[config.mk]
export PLATFORM = sky130hd
export DESIGN_NAME = relu_fmap_writer
export DESIGN_NICKNAME = d
export VERILOG_FILES = /design/src/rtl/fmap_pkg.sv /design/src/rtl/vec_fifo.sv /design/src/rtl/relu_fmap_writer.sv
export SDC_FILE = /design/constraint.sdc
export NUM_CORES = 1
export LEC_CHECK = 0
export CAP_MARGIN = 20
export CORE_MARGIN = 2
export CORE_UTILIZATION = 42
export CTS_BUF_LIST = sky130_fd_sc_hd__clkbuf_8
export DETAILED_ROUTE_END_ITERATION = 16
export GPL_TIMING_DRIVEN = 0
export PLACE_DENSITY = 0.72
export SYNTH_ARGS = -nofsm -noshare
export SYNTH_HDL_FRONTEND = slang
export SYNTH_HIERARCHICAL = 1
export SYNTH_SLANG_ARGS = --single-unit
[constraint.sdc]
create_clock -name clk -period 8.25 [get_ports clk]
set_clock_uncertainty 0.2 [all_clocks]
set_input_delay 2.475 -clock clk [delete_from_list [all_inputs] [get_ports clk]]
set_output_delay 2.475 -clock clk [all_outputs]
set_load 0.01 [all_outputs]
[src/rtl/fmap_pkg.sv]
// Shared types and constants for the feature-map writer slice.
package fmap_pkg;

  localparam int unsigned DEF_LANES      = 16;
  localparam int unsigned DEF_DATA_WIDTH = 14;
  localparam int unsigned LEN_W          = 16;

  typedef enum logic [1:0] {
    IDLE = 2'd0,
    RUN  = 2'd1,
    DONE = 2'd2
  } state_e;

endpackage

[src/rtl/vec_fifo.sv]
// Small synchronous vector FIFO; head is exposed combinationally, flags are registered.
// Push while full is accepted when a pop happens in the same cycle.
module vec_fifo #(
  parameter int unsigned WIDTH = 8,
  parameter int unsigned DEPTH = 4
) (
  input  logic             clk,
  input  logic             rst,
  input  logic             push,
  input  logic [WIDTH-1:0] push_data,
  input  logic             pop,
  output logic [WIDTH-1:0] head_data,
  output logic             not_empty,
  output logic             full
);

  localparam int unsigned AW = (DEPTH > 1) ? $clog2(DEPTH) : 1;
  localparam int unsigned CW = AW + 1;

  logic [WIDTH-1:0] mem [DEPTH];
  logic [AW-1:0]    wr_ptr;
  logic [AW-1:0]    rd_ptr;
  logic [CW-1:0]    count;
  logic [CW-1:0]    count_nxt;
  logic             push_ok;
  logic             pop_ok;

  assign pop_ok    = pop & not_empty;
  assign push_ok   = push & (~full | pop_ok);
  assign count_nxt = count + CW'(push_ok) - CW'(pop_ok);
  assign head_data = mem[rd_ptr];

  // Storage is cleared on reset so the head reads as zero after reset.
  always_ff @(posedge clk or negedge rst) begin
    if (!rst) begin
      for (int i = 0; i < int'(DEPTH); i++) mem[i] <= '0;
    end else if (push_ok) begin
      mem[wr_ptr] <= push_data;
    end
  end

  always_ff @(posedge clk or negedge rst) begin
    if (!rst) begin
      wr_ptr    <= '0;
      rd_ptr    <= '0;
      count     <= '0;
      not_empty <= 1'b0;
      full      <= 1'b0;
    end else begin
      if (push_ok) wr_ptr <= wr_ptr + AW'(1);
      if (pop_ok)  rd_ptr <= rd_ptr + AW'(1);
      count     <= count_nxt;
      not_empty <= (count_nxt != '0);
      full      <= (count_nxt == CW'(DEPTH));
    end
  end

endmodule

[src/rtl/relu_fmap_writer.sv]
// Buffers ReLU vectors and writes them to the feature-map SRAM at sequential addresses.
// Optional RELU_FMAP_DROP_CNT_EN adds a saturating dropped-vector counter output.
module relu_fmap_writer
  import fmap_pkg::*;
#(
  parameter int unsigned DATA_WIDTH = DEF_DATA_WIDTH,
  parameter int unsigned LANES      = DEF_LANES,
  parameter int unsigned FIFO_DEPTH = 4,
  parameter int unsigned ADDR_WIDTH = 12
) (
  input  logic                        clk,
  input  logic                        rst,
  input  logic                        start,
  input  logic [ADDR_WIDTH-1:0]       cfg_base,
  input  logic [LEN_W-1:0]            cfg_len,
  input  logic                        in_valid,
  input  logic [DATA_WIDTH*LANES-1:0] in_data,
  output logic                        mem_wr_en,
  output logic [ADDR_WIDTH-1:0]       mem_addr,
  output logic [DATA_WIDTH*LANES-1:0] mem_wdata,
  input  logic                        mem_ready,
  output logic                        busy,
  output logic                        done,
  output logic                        overflow
`ifdef RELU_FMAP_DROP_CNT_EN
  ,
  output logic [LEN_W-1:0]            drop_cnt
`endif
);

  localparam int unsigned VEC_W = DATA_WIDTH * LANES;

  state_e           state;
  state_e           state_nxt;
  logic [LEN_W-1:0] len_q;
  logic [LEN_W-1:0] acc_cnt;
  logic [LEN_W-1:0] wr_cnt;
  logic             cfg_load;
  logic             push;
  logic             pop;
  logic             drop;
  logic             fifo_full;
  logic             fifo_valid;
  logic [VEC_W-1:0] fifo_head;

  vec_fifo #(
    .WIDTH (VEC_W),
    .DEPTH (FIFO_DEPTH)
  ) u_fifo (
    .clk       (clk),
    .rst       (rst),
    .push      (push),
    .push_data (in_data),
    .pop       (pop),
    .head_data (fifo_head),
    .not_empty (fifo_valid),
    .full      (fifo_full)
  );

  assign mem_wr_en = fifo_valid;
  assign mem_wdata = fifo_head;

  always_ff @(posedge clk or negedge rst) begin
    if (!rst) state <= IDLE;
    else      state <= state_nxt;
  end

  // Next state plus push/pop/drop strobes for the datapath.
  always_comb begin
    state_nxt = state;
    cfg_load  = 1'b0;
    push      = 1'b0;
    pop       = 1'b0;
    drop      = 1'b0;
    case (state)
      IDLE: begin
        if (start) begin
          cfg_load  = 1'b1;
          state_nxt = (cfg_len != '0) ? RUN : DONE;
        end
      end
      RUN: begin
        pop = fifo_valid & mem_ready;
        if (in_valid && (acc_cnt < len_q)) begin
          if (!fifo_full || pop) push = 1'b1;
          else                   drop = 1'b1;
        end
        if (pop && ((wr_cnt + LEN_W'(1)) == len_q)) state_nxt = DONE;
      end
      DONE:    state_nxt = IDLE;
      default: state_nxt = IDLE;
    endcase
  end

  always_ff @(posedge clk or negedge rst) begin
    if (!rst) begin
      len_q    <= '0;
      acc_cnt  <= '0;
      wr_cnt   <= '0;
      mem_addr <= '0;
      overflow <= 1'b0;
      busy     <= 1'b0;
      done     <= 1'b0;
    end else begin
      busy <= (state_nxt == RUN);
      done <= (state_nxt == DONE);
      if (cfg_load) begin
        len_q    <= cfg_len;
        acc_cnt  <= '0;
        wr_cnt   <= '0;
        mem_addr <= cfg_base;
        overflow <= 1'b0;
      end else begin
        if (push) acc_cnt <= acc_cnt + LEN_W'(1);
        if (pop) begin
          wr_cnt   <= wr_cnt + LEN_W'(1);
          mem_addr <= mem_addr + ADDR_WIDTH'(1);
        end
        if (drop) overflow <= 1'b1;
      end
    end
  end

`ifdef RELU_FMAP_DROP_CNT_EN
  // Saturating count of vectors lost to a full FIFO.
  always_ff @(posedge clk or negedge rst) begin
    if (!rst) begin
      drop_cnt <= '0;
    end else if (cfg_load) begin
      drop_cnt <= '0;
    end else if (drop && (drop_cnt != '1)) begin
      drop_cnt <= drop_cnt + LEN_W'(1);
    end
  end
`endif

endmodule

# After elaboration in Yosys (flattened, before gate mapping)

Cells that the tools add are included.

Equal/unequal tests: 5
Reduce and logical (&&, ||, !) cells: 11
Bitwise operators: 7
$lt $le $gt $ge: 4
$add $sub $neg: 7
Muxes and demuxes: 27

Operators by type and width:

| operator                | number |
|---|---|
| $bwmux W896             | 1 |
| $mux W224               | 3 |
| $bmux W224 S2           | 1 |
| $demux W224 S2          | 1 |
| $mux W16                | 4 |
| $add A16 B1 Y16 const B | 2 |
| $mux W12                | 2 |
| $eq A16 B16 Y1          | 1 |
| $lt A16 B16 Y1          | 1 |
| $reduce_bool A16 Y1     | 1 |
| $add A12 B1 Y12 const B | 1 |
| $mux W1                 | 11 |
| $ge A3 B3 Y1 const B    | 2 |
| $mux W2                 | 3 |
| $not A2 Y3              | 2 |
| $reduce_bool A2 Y1      | 3 |
| $add A2 B1 Y2 const B   | 2 |
| $eq A2 B1 Y1 const B    | 2 |
| $pmux W2 S2             | 1 |
| $add A3 B1 Y3           | 1 |
| $and A1 B1 Y1           | 3 |
| $eq A3 B3 Y1 const B    | 1 |
| $logic_and A1 B1 Y1     | 3 |
| $lt A3 B1 Y1 const B    | 1 |
| other kinds (8)         | 8 |

Word-level logic and storage cells: 78
Bits in registers: 970
Output and inout bits: 240

# Depth between registers and ports, before layout

Gate-level depths: netlist of the first run.

Word-level depth: 9
Gate-level depth with buffers: 18

# Modules after synthesis

The synthesis of the first run kept the hierarchy.

By module, submodules not included:

| module           | instances | cells an instance | sequential area each (µm²) | area an instance (µm²) |
|---|---|---|---|---|
| vec_fifo         | 1         | 2,204             | 22,646.7                   | 41,602.4 |
| relu_fmap_writer | 1         | 458               | 1,626.6                    | 3,993.8 |

# Worst setup path before layout of the first run

Ideal clock, no wire load.

Kind: input to register
Start: input port in_valid
End: register u_fifo.not_empty
Cell stages on the path: 15
Setup slack: 2.948 ns
Arrival time: 4.970 ns
Data required time: 7.917 ns
Path through: and4b_1 o21ai_1 a221o_1 buf_6 buf_2 nor2_1 nand2_1 ha_1 inv_1 ha_1 inv_1 fa_1 xor2_1 xnor2_1 nand3b_1

Longest elaborated chain between the ends: 7

Ends and longest elaborated chain:

| item                   | RTL line               | RTL |
|---|---|---|
| start: declaration     | relu_fmap_writer.sv:16 | `input logic in_valid,` |
| $logic_and A1 B1 Y1    | relu_fmap_writer.sv:84 | `if (in_valid && (acc_cnt < len_q)) begin` |
| $mux W1                | relu_fmap_writer.sv:84 |  |
| $mux W1                | relu_fmap_writer.sv:75 | `case (state)` |
| net push               | relu_fmap_writer.sv:39 | `logic push;` |
| $and A1 B1 Y1          | vec_fifo.sv:29         | `assign push_ok = push & (~full \| pop_ok);` |
| $add A3 B1 Y3          | vec_fifo.sv:30         | `assign count_nxt = count + CW'(push_ok) - CW'(pop_ok);` |
| $sub A3 B1 Y3          | vec_fifo.sv:30         |  |
| $reduce_bool A3 Y1     | vec_fifo.sv:53         | `not_empty <= (count_nxt != '0);` |
| end signal: assignment | vec_fifo.sv:53         |  |
| end: declaration       | vec_fifo.sv:13         | `output logic not_empty,` |

The timed path passes the listed nets, and every way through them passes these cells.
A chain may end at the register's enable or synchronous reset.

# Worst setup path in the final report of the first run

Start: register u_fifo.rd_ptr[0]
End: output port mem_wdata[132]

Longest elaborated chain between the ends: 4

Ends and longest elaborated chain:

| item                                         | RTL line               | RTL |
|---|---|---|
| start: declaration                           | vec_fifo.sv:22         | `logic [AW-1:0] rd_ptr;` |
| start signal: assignment                     | vec_fifo.sv:51         | `if (pop_ok) rd_ptr <= rd_ptr + AW'(1);` |
| $not A2 Y3 (implied by the code)             | vec_fifo.sv:31         | `assign head_data = mem[rd_ptr];` |
| $bmux W224 S2                                | vec_fifo.sv:31         |  |
| $mux W224 (implied by the code) (2 in a row) | vec_fifo.sv:31         |  |
| end: declaration                             | relu_fmap_writer.sv:20 | `output logic [DATA_WIDTH*LANES-1:0] mem_wdata,` |

Every way passes these cells. The select of a mux whose other input is x is not followed.

==> impl_metrics.tcl, run 1 <==
set metrics [dict create \
    status "finished, final reports clean" \
    dp_cells 4569 \
    clk-insertion-delay-late_ns 0.85 \
    clockRootBuffer "clkbuf_8" \
    finalSetupTns_ns 0 \
    synthTopCellsByArea "dfrtp_1 53%, mux2_4 21%, mux4_2 11%, mux2_2 6.3%, buf_6 1.8%" \
    synth_top_area_cell "dfrtp_1" \
    cts_tree "done" \
    fmax_mhz 159 \
    synth.most_common_cell "dfrtp_1" \
    multi_input_area_um2 19900 \
    drt_drc_violations_left 0 \
    fp.dieW_um 333 \
    viasPerCell 5.25 \
    rsz0062_at_grt "false" \
    fin_cells 4878 \
    cp_data_arrival_time_ns 3.63 \
    routabilityCongestion 0.813 \
    crit_path_end_kind "output port" \
    totalPowerFinal_mw 24.8 \
    path_class "reg2out" \
    grt_start_max_net_pins 120 \
    syn_avg_cell_area_um2 17.1 \
    critPathSlowestCell "mux4_2" \
    fin_crit_ns 6.31 \
    cts_hold_buf 0 \
    hpwl_mm 76.8 \
    first_iter_violations 1484 \
    critPathBufInv 4 \
    syn_area_um2 45600 \
    n_fill_cell 8714 \
    die_area_um2 111000 \
    nets 3619 \
    overflow 0 \
    p_per_area_nw_per_um2 441 \
    antenna_found_initial 25 \
    synthArstFlopShare 1.00 \
    postSynthNetCount 2944 \
    synthToLayoutAreaGrowth_pct 23.1 \
    drv_cap 0 \
    min_period_over_period 0.765 \
    io_pins 497 \
    numCtsBuffers 169 \
    wl_per_cell_um 23.3 \
    cts_resized 0 \
    grtUsageTotal 0.207 \
    vdd.ir_drop.worst_mv 0.297 \
    grt_pass1_vias 28400 \
    post-cts-setup-buffers 0 \
    cpPeakStageDelay_ns 0.61 \
    route.vias.total 25600 \
    leakagePower_nw 24.3 \
    seq_area_frac_synth 0.532 \
    initial_utilization 0.425 \
    synth_seq_cells 970 \
    synth_top_area_share 0.532 \
    setup_viol 0 \
    drive_above_1_share 0.440 \
    drt-pass1-iter-count 5 \
    grt_pass1_wl_mm 178 \
    port_buffers 496 \
    wl_mm 114 \
    ant_nets 0 \
    max-slew-margin-rel 0.382 \
    worst_pin_slew_ns 0.927 \
    cp_cell_sequence "buf_2 -> buf_2 -> buf_2 -> mux4_2 -> clkdlybuf4s50_1" \
    synthTopCellsByCount "970 x dfrtp_1, 640 x mux2_4, 257 x mux2_2" \
    cts.path.max_buffers 3 \
    fin_area_um2 56100 \
    crit_family "buffers and inverters" \
    cts.sinks 970 \
    synth_cell_types 53 \
    synth_flop_cell "dfrtp_1" \
    worstPathRequired_ns 5.58 \
    synth_edf_count 0 \
    crit_top_cell "buf_2" \
    clk_pin_slew_ns 0.06 \
    hold_path.class "reg2reg" \
    syn_inst 2662 \
    path_max_fanout 10 \
    regArea_um2 24300 \
    start_kind "register" \
    coreArea_um2 107000 \
    row_count 120 \
    die_y_um 333 \
    ys_warn_count 6 \
    slew_violations 0 \
    finalHoldViolCount 0 \
    postPlaceCellArea_um2 52500 \
    cts_max_level 4 \
]
## layer usage
layer	wire, um	up-vias	part of all wire	global-route usage
met5	226	-	0.0020	0
met4	2510	38	0.022	0.0591
met3	9180	207	0.081	0.0775
met2	51400	617	0.45	0.311
met1	50300	13500	0.44	0.280
li1	-	11300	-	-
## placed cells by master, fill, tap and decap left out, drive strengths merged, types with 2 or more instances in the layout
| cell type | instances |
|---|---|
| mux4 | 224 |
| and3 | 13 |
| nor2 | 19 |
| clkinv | 17 |
| nor3 | 8 |
| o21ai | 49 |
| xnor2 | 21 |
| dfrtp | 970 |
| nand4 | 12 |
| mux2i | 4 |
| inv | 80 |
| o211ai | 2 |
| nand2b | 4 |
| o41ai | 2 |
| o31ai | 20 |
| diode | 12 |
| clkbuf | 242 |
| a21o | 4 |
| a211oi | 3 |
| or4 | 11 |
| clkdlybuf4s50 | 495 |
| a21oi | 33 |
| buf | 153 |
| nand3 | 22 |
| and2 | 6 |
| nor2b | 5 |
| nor4 | 7 |
| bufinv | 6 |
| or3 | 3 |
| mux2 | 897 |
| and4 | 6 |
| xor2 | 17 |
| clkinvlp | 4 |
| ha | 24 |
| nand2 | 67 |
## report_power, final
part / internal [mW] / leakage [nW] / switching [mW]
sequential: 7.15 / 11.6 / 1.31
clock: 2.52 / 2.00 / 2.05
combinational: 7.30 / 10.7 / 4.42
total: 17.0 / 24.3 / 7.78
## sequential cells by signal, indices dropped and copies added, names as in the netlist, 2 cells and up
register,count
len_q,16
state,2
wr_cnt,16
u_fifo/wr_ptr,2
u_fifo/mem,896
mem_addr,12
u_fifo/rd_ptr,2
acc_cnt,16
u_fifo/count,3
## logic make-up after synthesis
| group | after synthesis | synth area share |
|---|---|---|
| AOI/OAI and AO/OA | 121 | 0.0157 |
| xor gates and xnor gates | 38 | 0.00730 |
| adders and majority gates | 25 | 0.00702 |
| buffers and inverters | 196 | 0.0302 |
| DFF | 970 | 0.532 |
| muxes | 1125 | 0.386 |
| and+or+nand+nor | 187 | 0.0217 |
## per-stage QoR
stage,worst slack (ns),utilization,hold slack [ns]
floorplan,2.95,-,0.270
global placement,-40.19,0.487,0.284
detailed placement,1.91,0.489,0.288
CTS,1.75,0.522,0.302
global route,1.73,0.522,0.313
finish,1.94,0.523,0.300
## path summary, 6_finish.rpt
kind / start / to / slack (ns) / cells past startpoint
hold / removal: u_fifo/mem[228] / u_fifo/mem[228] / 0.30 / 1
hold reg to reg: u_fifo/mem[228] / u_fifo/mem[228] / 0.30 / 1
max in group asynchronous: rst / u_fifo/mem[708] / 3.86 / 5
min in group asynchronous: rst / u_fifo/mem[783] / 1.43 / 1
setup / recovery: u_fifo/rd_ptr[0] / mem_wdata[132] / 1.94 / 5
setup reg to reg: len_q[7] / u_fifo/not_empty / 3.68 / 18
## cell type report
cell class,count,share of cell area
flip-flops and latches,970,0.433
plain buffers,173,0.0230
repair buffers,504,0.0925
well taps,1403,0.0313
diodes,12,0.000535
inverters,23,0.00154
clock buffers,213,0.0522
clock inverters,84,0.0108
multi-input cells,1496,0.355
No activity file was read; power rests on OpenSTA's default activity.
==> run 2: changes to the inputs <==
clock period = 6.46 ns   (was 8.25 ns; I/O delays follow)
==> results of run 2 <==
The final DEF is identical to that of run 1. Status: finished, final reports clean.
Among the figures that moved: setup slack after placement 1.91 ns -> 0.656 ns; setup slack after layout 1.94 ns -> 0.690 ns; register-to-register setup slack 3.68 ns -> 1.89 ns; total power 24.8 mW -> 31.6 mW; worst IR drop on VDD 0.297 mV -> 0.379 mV
==> run 3: changes to the inputs <==
CELL_PAD_IN_SITES_DETAIL_PLACEMENT = 1   (was default)
CELL_PAD_IN_SITES_GLOBAL_PLACEMENT = 1   (was default)
PLACE_DENSITY = 0.81   (was 0.72)
==> impl_metrics.tcl, run 3 (synthesis results as in run 1) <==
set metrics [dict create \
    initial_utilization 0.425 \
    layout_common_cells "970 x dfrtp_1, 640 x mux2_4, 495 x clkdlybuf4s50_1" \
    drt-pass1-iter-count 4 \
    cts_tree "done" \
    cts_max_level 4 \
    crit_top_cell "buf_2" \
    drive_above_1_share 0.439 \
    crit_family "buffers and inverters" \
    critPathSlowestCell "buf_1" \
    top_register "u_fifo/mem" \
    crit_path_end_kind "output port" \
    coreArea_um2 107000 \
    clockRootBuffer "clkbuf_8" \
    cts_resized 0 \
    antenna_found_initial 39 \
    start_kind "register" \
    fmax_mhz 170 \
    finalSetupTns_ns 0 \
    grt_start_max_net_pins 119 \
    min_period_over_period 0.912 \
    drv_cap 0 \
    grtUsageTotal 0.231 \
    leakagePower_nw 24.3 \
    overflow 0 \
    multi_input_area_um2 19900 \
    dp_cells 4570 \
    grt_pass1_vias 30300 \
    first_iter_violations 1237 \
    largest_reg_flops 896 \
    die_y_um 333 \
    holdPathEnd "u_fifo/mem[260]" \
    ant_nets 0 \
    worstPathRequired_ns 4.32 \
    hpwl_mm 85.7 \
    worstReg2RegEnd "u_fifo/not_empty" \
    grt_pass1_wl_mm 196 \
    status "finished, final reports clean" \
    final_common_cell "dfrtp_1" \
    viasPerCell 5.41 \
    die_area_um2 111000 \
    rsz0062_at_grt "false" \
    worst_pin_slew_ns 0.981 \
    cts_hold_buf 0 \
    port_buffers 496 \
    hold_path.class "reg2reg" \
    fp.dieW_um 333 \
    routabilityCongestion 0.805 \
    path_max_fanout 10 \
    hp-start "u_fifo/mem[260]" \
    ff2ff_setup_slack_ns 1.94 \
    cts.path.max_buffers 3 \
    worst-r2r-cell-count 18 \
    drt_drc_violations_left 0 \
    wl_per_cell_um 25.9 \
    wl_mm 127 \
    row_count 120 \
    clk_pin_slew_ns 0.06 \
    critPathBufInv 4 \
    numCtsBuffers 171 \
    route.vias.total 26500 \
    r2r-start "len_q[7]" \
    holdPathStages 1 \
    regArea_um2 24300 \
    slew_violations 0 \
    vdd.ir_drop.worst_mv 0.302 \
    post-cts-setup-buffers 0 \
    finalHoldViolCount 0 \
    path_class "reg2out" \
    cp_cell_sequence "buf_2 -> buf_2 -> buf_1 -> mux4_2 -> clkdlybuf4s50_1" \
    p_per_area_nw_per_um2 571 \
    io_pins 497 \
    fin_cells 4889 \
    cpPeakStageDelay_ns 0.75 \
    setup_viol 0 \
    max-slew-margin-rel 0.346 \
    cp_data_arrival_time_ns 3.75 \
    cts.sinks 970 \
    fin_crit_ns 5.89 \
    nets 3622 \
    n_fill_cell 10200 \
    clk-insertion-delay-late_ns 0.86 \
    synthToLayoutAreaGrowth_pct 23.0 \
]
run 3: metal layers:
metal | GRT usage | wire, um
met1 | 0.294 | 53000
met4 | 0.0764 | 3690
met3 | 0.0828 | 9540
met2 | 0.366 | 60200
met5 | 0 | 377
run 3: power breakdown:
group / switching [mW] / internal [mW]
sequential: 1.83 / 9.13
combinational: 5.95 / 9.34
clock: 2.67 / 3.08
total: 10.5 / 21.6
run 3: through the flow:
| step | cell area, um^2 | worst slack, ns | hold WS (ns) | total power, mW | util |
|---|---|---|---|---|---|
| floorplan | 45600 | 1.69 | 0.270 | 20.0 | - |
| global placement | 52300 | -41.49 | 0.283 | 25.8 | 0.487 |
| detailed placement | 52600 | 0.741 | 0.289 | 26.3 | 0.490 |
| CTS | 56100 | 0.364 | 0.304 | 32.3 | 0.522 |
| global route | 56100 | 0.349 | 0.310 | 33.7 | 0.522 |
| finish | 56100 | 0.570 | 0.298 | 32.0 | 0.522 |
run 3: worst max-delay path by stage:
| stage | startpoint | to | cells past startpoint |
|---|---|---|---|
| after global placement | rst | u_fifo/mem[252] | 1 |
| after global routing | u_fifo/rd_ptr[1] | mem_wdata[204] | 5 |
| after CTS | u_fifo/rd_ptr[1] | mem_wdata[204] | 5 |
| after floorplan | in_valid | u_fifo/not_empty | 15 |
| after detailed placement | mem_ready | u_fifo/not_empty | 14 |
| final | u_fifo/rd_ptr[1] | mem_wdata[204] | 5 |
run 3: layout make-up:
class	instances	area share
tap	1403	0.0313
sequential	970	0.433
antenna	13	0.000580
buffer	173	0.0230
timing repair buffer	505	0.0930
clock buffer	221	0.0542
multi-input combinational	1496	0.356
inverter	23	0.00154
clock inverter	85	0.00792
